$ cat src/rtl/csr_trap_ctrl.sv
// -----------------------------------------------------------------------------
// csr_trap_ctrl
//   Sequencer between the pipeline and the machine-mode CSR file.
//   - CSR instructions take a read cycle and a write-back cycle. The old value
//     is returned in the write-back cycle.
//   - A trap writes mepc, mcause and mtval over three cycles. It then
//     redirects the PC to mtvec, or to the vectored entry for interrupts.
//   - An mret redirects the PC to mepc.
//   Only one operation is in flight at a time. New requests are accepted only
//   in IDLE, with priority trap > mret > csr.
//
// Ports
//   clk, rst                          clock, synchronous active-high reset
//   csr_valid/csr_ready               CSR request handshake
//   csr_op/csr_addr/csr_src           op (00 R, 01 RW, 10 RS, 11 RC), address, operand
//   csr_done/csr_result               completion pulse with the old CSR value
//   trap_valid/trap_ack               exception handshake
//   trap_pc/trap_cause/trap_tval      exception info, qualified by trap_valid
//   mret_valid/mret_ack               mret handshake
//   redirect_valid/redirect_pc        one-cycle PC redirect
//   busy                              high while an operation is in flight
//   cf_addr/cf_we/cf_wdata            CSR file shared address/write port
//   cf_rdata/cf_mtvec/cf_mepc         CSR file combinational read data
// -----------------------------------------------------------------------------
module csr_trap_ctrl #(
    parameter bit VECTORED_EN = 1'b1
) (
    input  logic        clk,
    input  logic        rst,
    input  logic        csr_valid,
    output logic        csr_ready,
    input  logic [1:0]  csr_op,
    input  logic [11:0] csr_addr,
    input  logic [31:0] csr_src,
    output logic        csr_done,
    output logic [31:0] csr_result,
    input  logic        trap_valid,
    input  logic [31:0] trap_pc,
    input  logic [31:0] trap_cause,
    input  logic [31:0] trap_tval,
    output logic        trap_ack,
    input  logic        mret_valid,
    output logic        mret_ack,
    output logic        redirect_valid,
    output logic [31:0] redirect_pc,
    output logic        busy,
    output logic [11:0] cf_addr,
    output logic        cf_we,
    output logic [31:0] cf_wdata,
    input  logic [31:0] cf_rdata,
    input  logic [31:0] cf_mtvec,
    input  logic [31:0] cf_mepc
);

    typedef enum logic [2:0] {
        IDLE, CSR_RD, CSR_WR, T_EPC, T_CAUSE, T_TVAL, T_JUMP, RET
    } state_t;

    localparam logic [1:0] OP_RW = 2'b01;
    localparam logic [1:0] OP_RS = 2'b10;
    localparam logic [1:0] OP_RC = 2'b11;

    state_t      state, state_nxt;
    logic [31:0] t_pc, t_cause, t_tval;
    logic [1:0]  c_op;
    logic [11:0] c_addr;
    logic [31:0] c_src, c_old;
    logic        idle;
    logic        vec_jump;

    // mepc is always word aligned, so its low bits are ignored.
    logic        unused_mepc_lo;
    assign unused_mepc_lo = ^cf_mepc[1:0];

    // Acceptance is only possible in IDLE and never while reset is asserted.
    // Each lower-priority ack is masked by any higher-priority request.
    assign idle      = (state == IDLE);
    assign trap_ack  = idle && !rst && trap_valid;
    assign mret_ack  = idle && !rst && !trap_valid && mret_valid;
    assign csr_ready = idle && !rst && !trap_valid && !mret_valid && csr_valid;
    assign busy      = !idle;

    // State register
    always_ff @(posedge clk) begin
        if (rst) state <= IDLE;
        else     state <= state_nxt;
    end

    // Request latches and the captured old CSR value
    always_ff @(posedge clk) begin
        if (rst) begin
            t_pc    <= '0;
            t_cause <= '0;
            t_tval  <= '0;
            c_op    <= '0;
            c_addr  <= '0;
            c_src   <= '0;
            c_old   <= '0;
        end else begin
            if (trap_ack) begin
                t_pc    <= trap_pc;
                t_cause <= trap_cause;
                t_tval  <= trap_tval;
            end
            if (csr_ready) begin
                c_op   <= csr_op;
                c_addr <= csr_addr;
                c_src  <= csr_src;
            end
            if (state == CSR_RD) c_old <= cf_rdata;
        end
    end

    // Next-state logic
    always_comb begin
        state_nxt = state;
        unique case (state)
            IDLE: begin
                if (trap_ack)       state_nxt = T_EPC;
                else if (mret_ack)  state_nxt = RET;
                else if (csr_ready) state_nxt = CSR_RD;
            end
            CSR_RD:  state_nxt = CSR_WR;
            CSR_WR:  state_nxt = IDLE;
            T_EPC:   state_nxt = T_CAUSE;
            T_CAUSE: state_nxt = T_TVAL;
            T_TVAL:  state_nxt = T_JUMP;
            T_JUMP:  state_nxt = IDLE;
            RET:     state_nxt = IDLE;
            default: state_nxt = IDLE;
        endcase
    end

    // Vectored mode applies to interrupts only (cause MSB set) and mtvec mode 01.
    assign vec_jump = VECTORED_EN && (cf_mtvec[1:0] == 2'b01) && t_cause[31];

    // Output logic
    always_comb begin
        cf_addr        = '0;
        cf_we          = 1'b0;
        cf_wdata       = '0;
        csr_done       = 1'b0;
        csr_result     = '0;
        redirect_valid = 1'b0;
        redirect_pc    = '0;
        unique case (state)
            CSR_RD: cf_addr = c_addr;
            CSR_WR: begin
                cf_addr    = c_addr;
                csr_done   = 1'b1;
                csr_result = c_old;
                // Set/clear with a zero operand must not write the CSR.
                unique case (c_op)
                    OP_RW: begin
                        cf_we    = 1'b1;
                        cf_wdata = c_src;
                    end
                    OP_RS: begin
                        cf_we    = |c_src;
                        cf_wdata = c_old | c_src;
                    end
                    OP_RC: begin
                        cf_we    = |c_src;
                        cf_wdata = c_old & ~c_src;
                    end
                    default: begin
                        cf_we    = 1'b0;
                        cf_wdata = c_old;
                    end
                endcase
            end
            T_EPC: begin
                cf_we    = 1'b1;
                cf_addr  = 12'h341;
                cf_wdata = t_pc;
            end
            T_CAUSE: begin
                cf_we    = 1'b1;
                cf_addr  = 12'h342;
                cf_wdata = t_cause;
            end
            T_TVAL: begin
                cf_we    = 1'b1;
                cf_addr  = 12'h343;
                cf_wdata = t_tval;
            end
            T_JUMP: begin
                redirect_valid = 1'b1;
                redirect_pc    = {cf_mtvec[31:2], 2'b00}
                               + (vec_jump ? {t_cause[29:0], 2'b00} : 32'h0);
            end
            RET: begin
                redirect_valid = 1'b1;
                redirect_pc    = {cf_mepc[31:2], 2'b00};
            end
            default: ;
        endcase
    end

endmodule

$ cat config.mk
export PLATFORM = sky130hd
export DESIGN_NAME = csr_trap_ctrl
export DESIGN_NICKNAME = d
export VERILOG_FILES = /design/src/rtl/csr_trap_ctrl.sv
export SDC_FILE = /design/constraint.sdc
export NUM_CORES = 1
export LEC_CHECK = 0
export CORE_MARGIN = 4
export CORE_UTILIZATION = 30
export CTS_CLUSTER_DIAMETER = 60
export DETAILED_ROUTE_END_ITERATION = 10
export DONT_BUFFER_PORTS = 1
export PLACE_DENSITY = 0.54
export SYNTH_ARGS = -nofsm -noshare
export SYNTH_HDL_FRONTEND = slang
export SYNTH_SLANG_ARGS = --single-unit
$ cat constraint.sdc
create_clock -name clk -period 14 [get_ports clk]
set_input_delay 2.8 -clock clk [delete_from_list [all_inputs] [get_ports clk]]
set_output_delay 2.8 -clock clk [all_outputs]
set_load 0.05 [all_outputs]
# After elaboration in Yosys (flattened, before gate mapping)
# Cells that the tools add are included.
dict set report classes {
  addsub 1
  eq_ne 12
  n_mux 14
  bitwise_logic 3
  n_reduce_logical 18
}
# operator n
set ops {}
lappend ops {{32-bit one-hot mux with 4 select lines} 1}
lappend ops {{32-bit one-hot mux with 3 select lines} 1}
lappend ops {{32-bit two-way mux} 2}
lappend ops {{32-bit one-hot mux with 2 select lines} 1}
lappend ops {{12-bit one-hot mux with 4 select lines} 1}
lappend ops {{32-bit adder} 1}
lappend ops {{32-bit AND} 1}
lappend ops {{32-bit NOT} 1}
lappend ops {{32-bit bitwise OR} 1}
lappend ops {{32-bit OR reduction} 1}
lappend ops {{3-bit one-hot mux with 6 select lines} 1}
lappend ops {{3-bit equality test, second input constant} 4}
lappend ops {{3-bit two-way mux} 3}
lappend ops {{1-bit logical AND} 7}
lappend ops {{3-bit by 2-bit equality test with 1-bit output, second input constant} 2}
lappend ops {{2-bit OR reduction} 3}
lappend ops {{3-bit OR reduction} 2}
lappend ops {{2-bit by 1-bit equality test with 1-bit output, second input constant} 2}
lappend ops {{2-bit equality test, second input constant} 2}
lappend ops {{1-bit logical NOT} 4}
lappend ops {{4-bit != test, second input constant} 1}
lappend ops {{1-bit one-hot mux with 2 select lines} 2}
lappend ops {{3-bit by 1-bit equality test with 1-bit output, second input constant} 1}
lappend ops {{3-bit logical NOT} 1}
lappend ops {{1-bit two-way mux} 2}
dict set report word_totals {
  ff_bits 177
  inputBits 243
  output_inout_bits 115
}

# Longest topological paths before layout
dict set report depth {
  ltp_word 9
  depth_mapped 16
  depth_no_buf 14
}

# Worst setup path before layout
# Ideal clock, no wire load.
dict set report synth_path {
  path_type {input to output}
  start {input port cf_mtvec[0]}
  end {output port redirect_pc[20]}
  arrival_ns 6.191
  slack_ns 5.009
  stages 16
  path_cell_list {nand2_1 nor2_1 clkbuf_1 clkbuf_1 and2_1 ha_1 inv_1 fa_1 nand2b_1 a21oi_1 o21ai_0 nand3_2 a21oi_2 o21ai_0 xnor2_1 o21ai_0}
}
dict set report synth_via {
  elab_chain_len 5
}
# item line
set synth_rtl {}
lappend synth_rtl {{start: declaration} 51} ;# input logic [31:0] cf_mtvec,
lappend synth_rtl {{2-bit by 1-bit equality test with 1-bit output} 135} ;# assign vec_jump = VECTORED_EN && (cf_mtvec[1:0] == 2'b01) && t_cause[31];
lappend synth_rtl {{1-bit logical AND} 135}
lappend synth_rtl {{32-bit two-way mux} 190} ;# + (vec_jump ? {t_cause[29:0], 2'b00} : 32'h0);
lappend synth_rtl {{32-bit adder} 190}
lappend synth_rtl {{32-bit one-hot mux with 2 select lines} 146} ;# unique case (state)
lappend synth_rtl {{end: declaration} 45} ;# output logic [31:0] redirect_pc,
# No other way between the ends.

# Worst setup path in the final report
dict set report layout_path {
  start {input port cf_mtvec[0]}
  end {output port redirect_pc[30]}
}
# Same word-level chain as after synthesis.

==> metrics.txt <==
outcome finished clean; Worst EP arrival 6.44 ns; Cell Int Power 0.860 mW; Sequential Power Share 44.7%; first drt pass iteration count 5; most frequent cells in the layout nand2_1, dfxtp_1, a21oi_1; vias per cell 5.43; period utilisation layout 66.0%; Worst EP required 11.20 ns; Synth Instances 1459; combinational share of power 19.7%; simple-gate portion of the synthesized area 33.1%; Rows 67; Pwr per Cell Area 116 nW/µm²; area grow syn2layout 9.03%; DR iter-0 viols 662; initial core utilization 30.6%; CTS Hold Bufs 0; fin cells 1855; Post-DRT Antenna Nets 0; WL per Instance 21.9 µm; total setup buffers inserted after CTS 0; peak supply drop 56.4 µV; cts bufs inserted 17; layout cells sized above 1 5.55%; Startpoint Class input port; H-tree depth 4; P_sw 0.443 mW; cell count of the worst hold path 2; compound-gate portion of the synthesized area 17.8%; routed wire length 40600 µm; async set or reset register ratio after synthesis 0%; commonest non-fill, non-tap cell in the layout nand2_1; RSZ-0062 raised after global routing no; Die ar. 37400 µm²; DIE HEIGHT 193 µm; Setup Viol. Count Final 0; Pleak 4.65 nW; input/output buffers 0; post-DP HPWL 30400 µm; clk slew on worst S/H paths 0.07 ns; largest family of logic cells by synthesized area simple AND/OR/NAND/NOR gates; Syn Area/Cell 7.07 µm²; Nets 1665; DR vias 10100; clock share of power 35.6%; worst hold-check path type reg -> reg; Max Cap Viol 0; gpl congestion 0.908; Yosys cell types 55; Slew headroom 17.9%; worst r2r path cells 7; die width 193 µm; CTS tree done; Post-synth EDFFs 0; clock sinks 177; DP Cell Count 1821; synthesized cell area 10300 µm²; Post-CTS Resized 0; Post-Synth Adder-Cell Area 3.71%; crit path max fanout 30; Fmax 108 MHz; post-route cell area 11200 µm²; Congestion Overflow GR 0; post-synthesis mux area share 4.27%; # IOs 358; final setup TNS 0 ns; Core Region 33700 µm²; shortest period the worst path allows 9.24 ns; Setup Skew 0.0100 ns; DRC Markers 0; initial antenna violation count 3; Max clock buf depth 2; sw frac 34.0%; CTS Root Cell clkbuf_16; vias in the first global route 9580; largest net degree at the start of global routing 98; Total GRT Usage 20.7%; endpoints failing hold 0; sequential cell area fraction in the yosys report 34.3%; Max Slew Vio Count 0; Critical Path Sink Type output port; clk_lat worst skew 0.43 ns; #FFs+latches synth 177; Post-Synth XOR/XNOR Area 1.70%; worst slew pin tran 1.23 ns; final core occ 33.4%; Ys Warns 0; Setup CP Type in -> out; first-pass GRT wire length 60300 µm; DP Area 10700 µm²; predominant post-synthesis flop cell dfxtp_1
## through the flow
step	setup slack (ns)	hold WS, ns	power [mW]
finish	4.76	0.443	1.30
floorplan	5.01	0.432	0.777
global route	4.42	0.469	1.36
global placement	4.78	0.432	0.849
CTS	4.73	0.445	1.32
detailed placement	4.76	0.436	0.854
## synth_stat cells (all sizes together) (2+ instances only)
library cell | number | share of area, %
nand2 | 418 | 15
dfxtp | 177 | 34
a21oi | 150 | 7.3
nand3 | 114 | 5.6
clkbuf | 87 | 3.2
nor2 | 77 | 2.8
mux2i | 44 | 4.3
nor2b | 42 | 2.5
and3 | 35 | 2.1
o221ai | 35 | 3.0
a221oi | 32 | 2.8
and2 | 30 | 1.8
ha | 29 | 3.5
buf | 28 | 1.2
o21ai | 23 | 1.1
inv | 19 | 0.69
nor3 | 12 | 0.58
a21o | 10 | 0.73
xnor2 | 10 | 0.85
xor2 | 10 | 0.85
nand2b | 8 | 0.49
nand4 | 8 | 0.49
nor4 | 8 | 0.49
a31oi | 7 | 0.42
o31ai | 5 | 0.36
o211ai | 4 | 0.29
o21bai | 4 | 0.29
or3 | 4 | 0.24
nor4b | 3 | 0.25
or4 | 3 | 0.22
a2111o | 2 | 0.22
a32oi | 2 | 0.17
o2111ai | 2 | 0.17
o21a | 2 | 0.15
o22ai | 2 | 0.12
## worst max-delay path, stage by stage
cell      delay [ns]
nand2_1         0.08
nor2_1          0.10
buf_4           0.25
and2_1          0.18
ha_1            0.18
inv_1           0.06
fa_1            0.41
nand2b_1        0.18
a21oi_1         0.23
o21ai_0         0.17
nand3_2         0.15
a21oi_2         0.13
o31ai_1         0.50
mux2i_1         0.15
a21oi_1         0.86
## state kept, by name (all words and copies together), names as in the netlist
signal	count
c_src	32
c_old	32
t_cause	32
t_pc	32
state	3
c_addr	12
t_tval	32
c_op	2
## final cells by class
cell class	count	area, µm²
fillers	3678	22500
multi-input cells	1149	6300
flip-flops and latches	177	3550
well taps	448	561
clock buffers	21	440
repair buffers	28	210
clock inverters	11	109
inverters	19	75.1
diodes	2	5.00
## metal layers
metal / GRT usage (%) / part of all wire [%] / up-vias
met5: 0 / 0.017 / -
met4: 8.97 / 4.0 / 2
met3: 5.57 / 7.4 / 60
met2: 32.1 / 45 / 407
met1: 27.0 / 44 / 4675
li1: - / - / 4922
## cells by family (layout without fill, tap and decap cells)
| logic type | Yosys count | after routing |
|---|---|---|
| fa+ha+maj | 30 | 30 |
| xor+xnor | 20 | 20 |
| mux | 44 | 44 |
| simple gates | 766 | 766 |
| flops | 177 | 177 |
| other cells | 1 | 4 |
| compound gates | 287 | 287 |
| buf+inv | 134 | 79 |
## path summary, 6_finish.rpt
path | from | end | slack, ns
setup / recovery | cf_mtvec[0] | redirect_pc[30] | 4.76
hold / removal | c_addr[4] | c_addr[4] | 0.44
setup reg to reg | state[2] | c_addr[10] | 10.10
hold reg to reg | c_addr[4] | c_addr[4] | 0.44
## power by group through the flow
stage | Clock [mW] | Sequential, mW | Combinational (mW)
floorplan | 0 | 0.573 | 0.204
global placement | 0 | 0.593 | 0.256
detailed placement | 0 | 0.594 | 0.259
finish | 0.464 | 0.582 | 0.256
global route | 0.494 | 0.588 | 0.282
CTS | 0.475 | 0.583 | 0.260
No activity file was read; power rests on OpenSTA's default activity.
